===== src/rtl/adder_pkg.sv =====
// adder_pkg -- shared constants for the pipelined adder.
//   DEFAULT_WIDTH  : default operand/sum width in bits
//   DEFAULT_STAGES : default number of pipeline stages
//   slice_width()  : bits handled by each stage (width must divide evenly)
package adder_pkg;

  localparam int DEFAULT_WIDTH  = 32;
  localparam int DEFAULT_STAGES = 4;

  function automatic int slice_width(input int width, input int stages);
    return width / stages;
  endfunction

endpackage


===== src/rtl/adder_slice.sv =====
// adder_slice -- W-bit ripple-carry chain of full_adder cells.
//   a_i, b_i : slice operands
//   c_i      : carry into bit 0
//   sum_o    : slice sum
//   c_o      : carry out of the slice MSB
//   c_msb_o  : carry into the slice MSB (used for signed overflow)
module adder_slice #(
  parameter int W = 8
) (
  input  logic [W-1:0] a_i,
  input  logic [W-1:0] b_i,
  input  logic         c_i,
  output logic [W-1:0] sum_o,
  output logic         c_o,
  output logic         c_msb_o
);

  logic [W:0] c;

  assign c[0] = c_i;

  for (genvar i = 0; i < W; i++) begin : g_bit
    full_adder u_fa (
      .a_i (a_i[i]),
      .b_i (b_i[i]),
      .c_i (c[i]),
      .s_o (sum_o[i]),
      .c_o (c[i+1])
    );
  end

  assign c_o     = c[W];
  assign c_msb_o = c[W-1];

endmodule


===== src/rtl/full_adder.sv =====
// full_adder -- one-bit full adder cell.
//   a_i, b_i : operand bits
//   c_i      : carry in
//   s_o      : sum bit
//   c_o      : carry out
module full_adder (
  input  logic a_i,
  input  logic b_i,
  input  logic c_i,
  output logic s_o,
  output logic c_o
);

  assign s_o = a_i ^ b_i ^ c_i;
  assign c_o = (a_i & b_i) | (a_i & c_i) | (b_i & c_i);

endmodule


===== src/rtl/pipelined_adder.sv =====
// pipelined_adder -- STAGES-deep carry-pipelined adder/subtractor.
//   clk, rst      : clock, synchronous active-high reset
//   a_in, b_in    : operands (WIDTH bits)
//   c_in          : carry-in (add) / borrow-in (subtract)
//   sub_in        : 0 = a+b+c_in, 1 = a-b-c_in
//   valid_in      : operands valid       ready_out : operands accepted
//   sum_out       : registered result    carry_out : raw MSB carry
//   overflow_out  : signed overflow      valid_out : result valid
//   ready_in      : downstream accepts result
//
// Handshake: an operand transfer happens on a rising edge where
// valid_in && ready_out; a result transfer happens where valid_out && ready_in.
// The whole pipeline advances together when the output register is empty or
// being drained (enable = !valid_out || ready_in); ready_out is that enable.
// When enable is low every register, valid bits included, holds.
//
// Stage k adds slice k of the operands with the registered carry from stage
// k-1. Operand bits not yet consumed travel forward in a_q/b_q (skew), and
// already-resolved low sum slices travel forward in s_q (deskew). Slices not
// yet computed stay zero in s_q, so each stage simply ORs in its new slice.
// WIDTH must be an integer multiple of STAGES.
module pipelined_adder
  import adder_pkg::*;
#(
  parameter int WIDTH  = DEFAULT_WIDTH,
  parameter int STAGES = DEFAULT_STAGES
) (
  input  logic             clk,
  input  logic             rst,
  input  logic [WIDTH-1:0] a_in,
  input  logic [WIDTH-1:0] b_in,
  input  logic             c_in,
  input  logic             sub_in,
  input  logic             valid_in,
  output logic             ready_out,
  output logic [WIDTH-1:0] sum_out,
  output logic             carry_out,
  output logic             overflow_out,
  output logic             valid_out,
  input  logic             ready_in
);

  localparam int SW = slice_width(WIDTH, STAGES);

  // Pipeline registers
  logic [STAGES-1:0] valid_q;
  logic [STAGES-1:0] carry_q;
  logic [WIDTH-1:0]  a_q [STAGES];
  logic [WIDTH-1:0]  b_q [STAGES];
  logic [WIDTH-1:0]  s_q [STAGES];
  logic              ovf_q;

  // Next-state values
  logic [STAGES-1:0] valid_d;
  logic [STAGES-1:0] carry_d;
  logic [WIDTH-1:0]  a_d [STAGES];
  logic [WIDTH-1:0]  b_d [STAGES];
  logic [WIDTH-1:0]  s_d [STAGES];
  logic              ovf_d;

  // Per-stage slice adder signals
  logic [SW-1:0]     sl_a   [STAGES];
  logic [SW-1:0]     sl_b   [STAGES];
  logic [SW-1:0]     sl_sum [STAGES];
  logic              sl_cmsb [STAGES];
  logic [STAGES-1:0] sl_cin;

  logic             en;
  logic [WIDTH-1:0] b_eff;

  assign en        = !valid_q[STAGES-1] || ready_in;
  assign ready_out = en;

  // Subtraction is a + ~b + ~borrow; stage 0 carry-in is c_in ^ sub_in.
  assign b_eff = sub_in ? ~b_in : b_in;

  for (genvar k = 0; k < STAGES; k++) begin : g_stage
    if (k == 0) begin : g_first
      assign a_d[k]     = a_in;
      assign b_d[k]     = b_eff;
      assign valid_d[k] = valid_in;
      assign sl_cin[k]  = c_in ^ sub_in;
      assign s_d[k]     = WIDTH'(sl_sum[k]);
    end else begin : g_next
      assign a_d[k]     = a_q[k-1];
      assign b_d[k]     = b_q[k-1];
      assign valid_d[k] = valid_q[k-1];
      assign sl_cin[k]  = carry_q[k-1];
      assign s_d[k]     = s_q[k-1] | (WIDTH'(sl_sum[k]) << (k * SW));
    end

    assign sl_a[k] = a_d[k][k*SW +: SW];
    assign sl_b[k] = b_d[k][k*SW +: SW];

    adder_slice #(.W(SW)) u_slice (
      .a_i     (sl_a[k]),
      .b_i     (sl_b[k]),
      .c_i     (sl_cin[k]),
      .sum_o   (sl_sum[k]),
      .c_o     (carry_d[k]),
      .c_msb_o (sl_cmsb[k])
    );
  end

  // Signed overflow: carry into the word MSB differs from carry out of it.
  assign ovf_d = carry_d[STAGES-1] ^ sl_cmsb[STAGES-1];

  always_ff @(posedge clk) begin
    if (rst) begin
      valid_q <= '0;
      carry_q <= '0;
      ovf_q   <= 1'b0;
      for (int k = 0; k < STAGES; k++) begin
        a_q[k] <= '0;
        b_q[k] <= '0;
        s_q[k] <= '0;
      end
    end else if (en) begin
      valid_q <= valid_d;
      carry_q <= carry_d;
      ovf_q   <= ovf_d;
      for (int k = 0; k < STAGES; k++) begin
        a_q[k] <= a_d[k];
        b_q[k] <= b_d[k];
        s_q[k] <= s_d[k];
      end
    end
  end

  assign valid_out    = valid_q[STAGES-1];
  assign sum_out      = s_q[STAGES-1];
  assign carry_out    = carry_q[STAGES-1];
  assign overflow_out = ovf_q;

endmodule

===== config.mk =====
export PLATFORM = sky130hd
export DESIGN_NAME = pipelined_adder
export DESIGN_NICKNAME = d
export VERILOG_FILES = /design/src/rtl/adder_pkg.sv /design/src/rtl/adder_slice.sv /design/src/rtl/full_adder.sv /design/src/rtl/pipelined_adder.sv
export SDC_FILE = /design/constraint.sdc
export NUM_CORES = 1
export LEC_CHECK = 0
export ABC_CLOCK_PERIOD_IN_PS = 5380
export CAP_MARGIN = 10
export CORE_UTILIZATION = 40
export DETAILED_ROUTE_END_ITERATION = 10
export REMOVE_ABC_BUFFERS = 1
export SKIP_LAST_GASP = 1
export SLEW_MARGIN = 5
export SYNTH_ARGS = -nofsm -noshare
export SYNTH_HDL_FRONTEND = slang
export SYNTH_SLANG_ARGS = --single-unit

===== constraint.sdc =====
create_clock -name clk -period 5.38 [get_ports clk]
set_input_delay 0.807 -clock clk [delete_from_list [all_inputs] [get_ports clk]]
set_output_delay 0.807 -clock clk [all_outputs]
set_load 0.03 [all_outputs]

# Yosys cells after proc, flatten, opt, wreduce, memory -nomap -nowiden

Memories as Yosys holds them, arrays and structs flattened.
Cells that the tools add are included.
Widths: inputs -> output; s select.

Reduce and logical (&&, ||, !) cells: 2
Bitwise gates (word level): 242
Muxes and demuxes: 18

Operators with widths:

| cell             | count |
|---|---|
| $mux 32          | 13 |
| $and 1x1->1      | 96 |
| $or 1x1->1       | 76 |
| $xor 1x1->1      | 66 |
| $not 32->32      | 1 |
| $or 32x16->32    | 1 |
| $or 32x24->32    | 1 |
| $or 32x32->32    | 1 |
| $mux 1           | 5 |
| $logic_not 1->1  | 1 |
| $logic_or 1x1->1 | 1 |

Bits in writable memories: 384
Memories: 3
Word-level logic and storage cells: 268
Flip-flop bits (word level): 9

Memories:

| name | depth | bits a word | rd ports | clocked after memory_dff | wr ports | RTL line              | text |
|---|---|---|---|---|---|---|---|
| a_q  | 4     | 32          | 3        | 0                        | 4        | pipelined_adder.sv:48 | `logic [WIDTH-1:0] a_q [STAGES];` |
| b_q  | 4     | 32          | 3        | 0                        | 4        | pipelined_adder.sv:49 | `logic [WIDTH-1:0] b_q [STAGES];` |
| s_q  | 4     | 32          | 4        | 0                        | 4        | pipelined_adder.sv:50 | `logic [WIDTH-1:0] s_q [STAGES];` |

# Longest topological paths before layout

Gate-level depths: netlist of the first run.

Word-level depth: 26
Depth in mapped cells: 15

# Cells and area by module

From an unflattened synthesis of the first run, not the netlist that was laid out.

Cell total of the unflattened synthesis: 483
Area, all modules: 7792.5 sq um

Modules (own cells, without submodules):

| module          | area each (sq um) | seq. area each (sq um) | instances | cells an instance |
|---|---|---|---|---|
| pipelined_adder | 7151.9            | 5465.2                 | 1         | 451 |
| full_adder      | 20.0              | 0.0                    | 32        | 1 |

# Worst setup path before layout of the first run

OpenSTA, ideal clock, no wires.

Path kind: input -> register
Start point: in rst
End point: mem a_q[0][10] (netlist name), enable pin
Path slack: -510 ps
Required time: 4813 ps
Setup time: 567 ps
Arrival: 5323 ps
Path buffers: 1
Stages on the path: 2
Cell sequence: clkbuf_1 nand2b_1

RTL lines:

| item        | RTL line              | text |
|---|---|---|
| from (decl) | pipelined_adder.sv:29 | `input logic rst,` |
| to (decl)   | pipelined_adder.sv:48 |  |

==> metrics.txt, run 1 <==
# TYPE chip_impl_metric gauge
chip_impl_metric{name="cp_slowest_stage_delay",unit="ps"} 480
chip_impl_metric{name="dr_total_vias",unit=""} 3831
chip_impl_metric{name="area_of_the_mapped_netlist",unit="µm²"} 7850
chip_impl_metric{name="cts-root-to-sink-buffers",unit=""} 2
chip_impl_metric{name="core_area",unit="µm²"} 19000
chip_impl_metric{name="final_max_slew_viol_count",unit=""} 0
chip_impl_info{name="rsz0062_at_grt",value="false"} 1
chip_impl_metric{name="antenna_found_initial",unit=""} 0
chip_impl_metric{name="setup_tns",unit="ps"} 0
chip_impl_metric{name="buffer_ports.inserted",unit=""} 105
chip_impl_metric{name="yosys_warnings",unit=""} 0
chip_impl_metric{name="peakVddDrop",unit="mV"} 0.155
chip_impl_metric{name="numClockSinks",unit=""} 185
chip_impl_metric{name="die-height",unit="µm"} 142
chip_impl_metric{name="ys_seq_elements",unit=""} 185
chip_impl_metric{name="grt_pass1_wl",unit="µm"} 18600
chip_impl_metric{name="n_fill_cell",unit=""} 1596
chip_impl_metric{name="fin_util",unit="%"} 51.2
chip_impl_metric{name="post-route-drc-count",unit=""} 0
chip_impl_info{name="crit_path_top_delay_cell",value="sky130_fd_sc_hd__clkdlybuf4s50_1"} 1
chip_impl_metric{name="drt.antenna.violating_nets",unit=""} 0
chip_impl_info{name="crit_path_frequent_cell",value="sky130_fd_sc_hd__fa_1"} 1
chip_impl_metric{name="grt_pass1_vias",unit=""} 3900
chip_impl_metric{name="die_width",unit="µm"} 142
chip_impl_info{name="cts_tree",value="built"} 1
chip_impl_info{name="worstPathCellList",value="clkdlybuf4s50_1 -> xor2_1 -> fa_1 -> inv_1 -> fa_1 -> fa_1 -> fa_1 -> fa_1 -> fa_1 -> fa_1 -> inv_1 -> fa_1 -> and2_1"} 1
chip_impl_metric{name="pin_count_of_the_biggest_net_entering_global_routing",unit=""} 113
chip_impl_metric{name="cellLeakagePower",unit="nW"} 3.84
chip_impl_metric{name="place_hpwl",unit="µm"} 7320
chip_impl_metric{name="r2r.worst_path.cells",unit=""} 12
chip_impl_metric{name="nets_final",unit=""} 716
chip_impl_metric{name="post_synth.cell_area_avg",unit="µm²"} 15.4
chip_impl_metric{name="tightestPinTransition",unit="ps"} 1110
chip_impl_info{name="critical_path_class",value="in2reg"} 1
chip_impl_metric{name="rows",unit=""} 50
chip_impl_metric{name="average_wire_per_cell_in_the_routed_design",unit="µm"} 13.0
chip_impl_metric{name="iteration_0_drc_count_of_the_detailed_router",unit=""} 186
chip_impl_metric{name="drive_above_1_share",unit="%"} 6.23
chip_impl_metric{name="drt_first_pass_iters",unit=""} 4
chip_impl_info{name="mostFrequentLayoutCells",value="176 x sky130_fd_sc_hd__edfxtp_1, 140 x sky130_fd_sc_hd__and2_1, 104 x sky130_fd_sc_hd__clkdlybuf4s50_1"} 1
chip_impl_metric{name="cp_data_required_time",unit="ps"} 5560
chip_impl_metric{name="globalplace.congestion",unit=""} 0.720
chip_impl_info{name="timing.hold.worst.class",value="reg2reg"} 1
chip_impl_metric{name="hold_path_cell_cnt",unit=""} 2
chip_impl_metric{name="clkTransAtPathRegs",unit="ps"} 70
chip_impl_metric{name="slew_headroom",unit="%"} 26.3
chip_impl_info{name="critical-path-top-delay-family",value="adder cells"} 1
chip_impl_metric{name="layout_overhead_on_the_synthesized_area",unit="%"} 23.6
chip_impl_metric{name="timing.critical_path.depth",unit=""} 13
chip_impl_metric{name="post_cts.resized_instances",unit=""} 0
chip_impl_metric{name="hold_viol_final",unit=""} 0
chip_impl_info{name="clockRootBuffer",value="sky130_fd_sc_hd__clkbuf_16"} 1
chip_impl_metric{name="cts_hold_buf",unit=""} 0
chip_impl_info{name="critPathCaptureType",value="register"} 1
chip_impl_metric{name="numCtsBuffers",unit=""} 17
chip_impl_metric{name="initial_utilization",unit="%"} 41.4
chip_impl_metric{name="final_period_minus_worst_setup_slack",unit="ps"} 4550
chip_impl_metric{name="final-setup-viol-count",unit=""} 0
chip_impl_metric{name="post_cts_setup_driven_buffer_insertion_count",unit=""} 0
chip_impl_info{name="outcome",value="finished, final reports clean"} 1
chip_impl_metric{name="htreeDepth",unit=""} 4
chip_impl_metric{name="fin_crit_sh",unit="%"} 84.6
chip_impl_metric{name="dp_slack",unit="ps"} 389
chip_impl_metric{name="worst_ep_arrival_time",unit="ps"} 4720
chip_impl_metric{name="congestion_overflow_gr",unit=""} 0
chip_impl_metric{name="boundaryPins",unit=""} 106
chip_impl_metric{name="setup_ws",unit="ps"} 831
chip_impl_metric{name="finalWirelength",unit="µm"} 11500
chip_impl_metric{name="worstPathMaxFanout",unit=""} 1
chip_impl_info{name="setup.worst_path.start_class",value="input pin"} 1
chip_impl_metric{name="highest_clock_frequency_the_design_can_meet",unit="GHz"} 0.220
chip_impl_metric{name="postSynthCellCount",unit=""} 510
chip_impl_metric{name="antennaDiodeCount",unit=""} 0
chip_impl_metric{name="synth.distinct_cells",unit=""} 21
chip_impl_metric{name="via_per_instance_ratio",unit=""} 4.32
chip_impl_metric{name="synth_seq_area_share",unit="%"} 69.6
chip_impl_info{name="most_common_library_cell_in_the_layout_ignoring_fill_and_taps",value="sky130_fd_sc_hd__edfxtp_1"} 1
chip_impl_metric{name="global_route.usage.total",unit="%"} 12.3
chip_impl_metric{name="maxCapViolCount",unit=""} 0
chip_impl_metric{name="clk-insertion-delay-late",unit="ps"} 410
chip_impl_metric{name="power_per_cell_area",unit="nW/µm²"} 331
chip_impl_metric{name="critical_path_buf_inv_count",unit=""} 3
chip_impl_metric{name="die_area",unit="µm²"} 20200
chip_impl_metric{name="final.setup_skew",unit="ps"} 5.70
[cells by family after synthesis]
family / synth area share, %
fa+ha+maj: 8.16
flops: 69.6
xor+xnor: 3.79
compound gates: 0.606
simple gates: 14.2
buf+inv: 3.60
[flip-flops by register name, indices dropped and copies added, names as in the netlist]
signal        cells
a_q              48
b_q              48
carry_q           4
overflow_out      1
s_q              80
valid_q           4
[per-layer routing]
metal | GRT usage [%] | wire (µm) | vias up
met4 | 5.77 | 230 | 0
met1 | 13.9 | 4810 | 1861
met2 | 21.8 | 6100 | 66
li1 | - | - | 1888
met5 | 0 | 0 | -
met3 | 2.86 | 348 | 16
[worst register-to-register path, cell delays in order, from the launching register on]
cell                       delay (ps)
sky130_fd_sc_hd__edfxtp_1         370
sky130_fd_sc_hd__inv_1             80
sky130_fd_sc_hd__fa_1             170
sky130_fd_sc_hd__inv_1             60
sky130_fd_sc_hd__fa_1             450
sky130_fd_sc_hd__fa_1             460
sky130_fd_sc_hd__fa_1             460
sky130_fd_sc_hd__fa_1             460
sky130_fd_sc_hd__fa_1             470
sky130_fd_sc_hd__fa_1             480
sky130_fd_sc_hd__inv_1            110
sky130_fd_sc_hd__fa_1             380
sky130_fd_sc_hd__nor2_1           110
[power breakdown]
group          switching (mW)  internal, mW  leakage (nW)
registers              0.0252          1.68          2.16
logic                   0.128         0.142          1.40
clock network           0.509         0.727         0.273
[final timing paths]
path | slack (ps) | end | startpoint
max | 830 | s_q[0][7] | b_in[0]
min | 460 | overflow_out | overflow_out
min reg2reg | 460 | overflow_out | overflow_out
max reg2reg | 1160 | s_q[3][31] | b_q[0][88]
[Yosys cell counts]
cell type	number	share of area, %
sky130_fd_sc_hd__dfxtp_1	9	2.3
sky130_fd_sc_hd__inv_2	1	0.048
sky130_fd_sc_hd__inv_1	29	1.4
sky130_fd_sc_hd__nor2_2	1	0.080
sky130_fd_sc_hd__fa_1	32	8.2
sky130_fd_sc_hd__nor2_8	1	0.26
sky130_fd_sc_hd__a211oi_1	3	0.29
sky130_fd_sc_hd__clkbuf_2	10	0.64
sky130_fd_sc_hd__and2_1	140	11
sky130_fd_sc_hd__clkbuf_4	1	0.096
sky130_fd_sc_hd__nor2b_4	1	0.18
sky130_fd_sc_hd__clkbuf_1	5	0.24
sky130_fd_sc_hd__nand2_1	10	0.48
sky130_fd_sc_hd__a21oi_1	5	0.32
sky130_fd_sc_hd__buf_6	7	1.0
sky130_fd_sc_hd__buf_2	3	0.19
sky130_fd_sc_hd__nand2b_1	2	0.16
sky130_fd_sc_hd__edfxtp_1	176	67
sky130_fd_sc_hd__xnor2_1	31	3.5
sky130_fd_sc_hd__nor2_1	40	1.9
sky130_fd_sc_hd__xor2_1	3	0.33
[stage by stage]
step	hold WS, ps	area, µm²	cells	power (mW)
after floorplan	426	7680	484	1.89
after global placement	438	9120	855	2.00
after detailed placement	454	9120	855	2.02
after CTS	463	9700	886	3.26
after global routing	480	9700	886	3.35
final	461	9700	886	3.22
[layout make-up]
cell class	instances	area (µm²)	area share, %
flip-flops and latches	185	5470	56.3
multi-input cells	269	2110	21.8
repair buffers	111	1100	11.4
clock buffers	19	433	4.46
well taps	260	325	3.35
clock inverters	12	150	1.55
inverters	30	113	1.16
Note: power is estimated with default switching activity, not from simulation.
==> run 2: changes to the inputs <==
--- a/config.mk
+++ b/config.mk
@@ -5,7 +5,7 @@
 export SDC_FILE = /design/constraint.sdc
 export NUM_CORES = 1
 export LEC_CHECK = 0
-export ABC_CLOCK_PERIOD_IN_PS = 5380
+export ABC_CLOCK_PERIOD_IN_PS = 3800
 export CAP_MARGIN = 10
 export CORE_UTILIZATION = 40
 export DETAILED_ROUTE_END_ITERATION = 10
==> constraint.sdc (replaced) <==
create_clock -name clk -period 3.8 [get_ports clk]
set_input_delay 0.57 -clock clk [delete_from_list [all_inputs] [get_ports clk]]
set_output_delay 0.57 -clock clk [all_outputs]
set_load 0.03 [all_outputs]
==> run 2 against run 1 <==
Net effect: clock-buffer cell count down 1; setup slack worse by 750 ps; clock power up 40%; clock skew up 3.5 ps; global-route usage up 0.23 points; critical path type unchanged; largest cell class unchanged; largest power group unchanged.
==> metrics.txt, run 2 (same netlist as run 1, synthesis figures left out) <==
# TYPE chip_impl_metric gauge
chip_impl_info{name="outcome",value="finished, final reports clean"} 1
chip_impl_metric{name="antennaDiodeCount",unit=""} 0
chip_impl_metric{name="postPlaceCellArea",unit="µm²"} 9150
chip_impl_metric{name="hold_path_cell_cnt",unit=""} 2
chip_impl_info{name="most_common_library_cell_in_the_layout_ignoring_fill_and_taps",value="sky130_fd_sc_hd__edfxtp_1"} 1
chip_impl_info{name="crit_path_frequent_cell",value="sky130_fd_sc_hd__fa_2"} 1
chip_impl_info{name="critical_path_class",value="in2reg"} 1
chip_impl_metric{name="cp_slowest_stage_delay",unit="ps"} 390
chip_impl_metric{name="globalplace.congestion",unit=""} 0.712
chip_impl_info{name="critical-path-top-delay-family",value="adder cells"} 1
chip_impl_metric{name="cp_data_required_time",unit="ps"} 3980
chip_impl_metric{name="place_hpwl",unit="µm"} 7110
chip_impl_metric{name="grt_pass1_wl",unit="µm"} 18700
chip_impl_metric{name="dr_total_vias",unit=""} 3853
chip_impl_metric{name="final_period_minus_worst_setup_slack",unit="ps"} 3720
chip_impl_metric{name="final.setup_skew",unit="ps"} 9.17
chip_impl_metric{name="congestion_overflow_gr",unit=""} 0
chip_impl_metric{name="via_per_instance_ratio",unit=""} 4.33
chip_impl_info{name="crit_path_top_delay_cell",value="sky130_fd_sc_hd__fa_2"} 1
chip_impl_metric{name="antenna_found_initial",unit=""} 0
chip_impl_info{name="critPathCaptureType",value="register"} 1
chip_impl_metric{name="rows",unit=""} 50
chip_impl_metric{name="htreeDepth",unit=""} 4
chip_impl_metric{name="iteration_0_drc_count_of_the_detailed_router",unit=""} 203
chip_impl_info{name="clockRootBuffer",value="sky130_fd_sc_hd__clkbuf_16"} 1
chip_impl_metric{name="critical_path_buf_inv_count",unit=""} 3
chip_impl_metric{name="pin_count_of_the_biggest_net_entering_global_routing",unit=""} 116
chip_impl_metric{name="worstPathMaxFanout",unit=""} 4
chip_impl_info{name="largest_registers",value="s_q x80, a_q x48, b_q x48"} 1
chip_impl_metric{name="average_wire_per_cell_in_the_routed_design",unit="µm"} 13.1
chip_impl_metric{name="r2r.worst_path.cells",unit=""} 12
chip_impl_info{name="setup.worst_path.start_class",value="input pin"} 1
chip_impl_metric{name="nets_final",unit=""} 718
chip_impl_metric{name="clk-insertion-delay-late",unit="ps"} 420
chip_impl_info{name="cts_tree",value="built"} 1
chip_impl_info{name="top_register",value="s_q"} 1
chip_impl_metric{name="maxCapViolCount",unit=""} 0
chip_impl_metric{name="whs",unit="ps"} 455
chip_impl_metric{name="number_of_flip_flops_under_the_largest_register_name",unit=""} 80
chip_impl_metric{name="die-height",unit="µm"} 142
chip_impl_metric{name="drive_above_1_share",unit="%"} 13.4
chip_impl_info{name="timing.hold.worst.class",value="reg2reg"} 1
chip_impl_metric{name="drt_first_pass_iters",unit=""} 4
chip_impl_info{name="mostFrequentLayoutCells",value="176 x sky130_fd_sc_hd__edfxtp_1, 140 x sky130_fd_sc_hd__and2_1, 100 x sky130_fd_sc_hd__clkdlybuf4s50_1"} 1
chip_impl_metric{name="fin_crit_sh",unit="%"} 97.9
chip_impl_metric{name="timing.critical_path.depth",unit=""} 13
chip_impl_metric{name="core_area",unit="µm²"} 19000
chip_impl_metric{name="power_per_cell_area",unit="nW/µm²"} 462
chip_impl_metric{name="hold_viol_final",unit=""} 0
chip_impl_metric{name="numCtsBuffers",unit=""} 17
chip_impl_metric{name="setup.reg_to_reg.worst_slack",unit="ps"} 140
chip_impl_info{name="worstPathCellList",value="buf_6 -> xor2_4 -> fa_2 -> inv_2 -> fa_2 -> fa_2 -> fa_2 -> fa_2 -> fa_2 -> fa_2 -> inv_2 -> fa_1 -> and2_1"} 1
chip_impl_metric{name="finalWirelength",unit="µm"} 11600
chip_impl_metric{name="boundaryPins",unit=""} 106
chip_impl_metric{name="cts-root-to-sink-buffers",unit=""} 2
chip_impl_metric{name="setup_ws",unit="ps"} 79.0
chip_impl_metric{name="drt.antenna.violating_nets",unit=""} 0
chip_impl_metric{name="peakVddDrop",unit="mV"} 0.253
chip_impl_metric{name="slew_headroom",unit="%"} 42.9
chip_impl_metric{name="die_area",unit="µm²"} 20200
chip_impl_metric{name="setup_tns",unit="ps"} 0
chip_impl_metric{name="worst_ep_arrival_time",unit="ps"} 3910
chip_impl_metric{name="grt_pass1_vias",unit=""} 3872
chip_impl_metric{name="global_route.usage.total",unit="%"} 12.5
chip_impl_info{name="rsz0062_at_grt",value="true"} 1
chip_impl_metric{name="final-setup-viol-count",unit=""} 0
chip_impl_metric{name="post-route-drc-count",unit=""} 0
chip_impl_metric{name="layout_overhead_on_the_synthesized_area",unit="%"} 25.5
chip_impl_metric{name="buffer_ports.inserted",unit=""} 105
chip_impl_metric{name="cellLeakagePower",unit="nW"} 3.84
chip_impl_metric{name="cts_hold_buf",unit=""} 0
chip_impl_metric{name="clkTransAtPathRegs",unit="ps"} 70
chip_impl_metric{name="die_width",unit="µm"} 142
chip_impl_metric{name="dp_slack",unit="ps"} -958
chip_impl_metric{name="tightestPinTransition",unit="ps"} 856
chip_impl_metric{name="highest_clock_frequency_the_design_can_meet",unit="GHz"} 0.269
chip_impl_metric{name="fin_area",unit="µm²"} 9850
chip_impl_metric{name="initial_utilization",unit="%"} 41.4
chip_impl_metric{name="numClockSinks",unit=""} 185
chip_impl_metric{name="final_max_slew_viol_count",unit=""} 0
-- run 2: area by class of cell --
| cell class | instances | area (µm²) |
|---|---|---|
| sequential | 185 | 5470 |
| fill | 1592 | 9110 |
| multi-input combinational | 269 | 2230 |
| tap | 260 | 325 |
| clock buffer | 18 | 429 |
| clock inverter | 14 | 145 |
| inverter | 30 | 113 |
| timing repair buffer | 113 | 1150 |
-- run 2: worst register-to-register path: cells and delay by family (launching register included) --
family                     cells  cell delay [ps]
DFF                            1              350
adders and majority gates      8             2840
buffers and inverters          3              210
and+or+nand+nor                1              100
-- run 2: worst paths after layout --
path | end | from
max | s_q[0][7] | sub_in
min | valid_q[1] | valid_q[1]
max reg2reg | s_q[3][31] | a_q[0][88]
min reg2reg | valid_q[1] | valid_q[1]
-- run 2: routing by layer --
layer | routed length, µm | up-vias | part of all wire, % | GRT usage [%]
met5 | 0 | - | 0 | 0
met4 | 231 | 0 | 2.0 | 5.77
met3 | 410 | 19 | 3.5 | 3.57
met2 | 6210 | 68 | 54 | 22.6
met1 | 4750 | 1873 | 41 | 13.4
li1 | - | 1893 | - | -
-- run 2: power breakdown --
part           internal (mW)  leakage, nW  switching, mW  total, mW
logic                  0.211         1.40          0.187      0.398
registers               2.38         2.16         0.0385       2.42
clock network          0.972        0.275          0.756       1.73
total                   3.57         3.84          0.981       4.55
-- run 2: repair_timing --
action,in CTS,in global routing
pin swaps,17,13
gates resized for setup,41,12
setup endpoints to repair,13,6
gates cloned,0,0
buffers inserted,0,1
-- run 2: metrics by stage --
step / util (%) / instances / total power [mW]
after global placement: 48.3 / 856 / 2.84
after CTS: 51.7 / 888 / 4.61
final: 52.0 / 889 / 4.55
after detailed placement: 48.3 / 856 / 2.86
after floorplan: - / 484 / 2.67
after global routing: 52.0 / 889 / 4.74
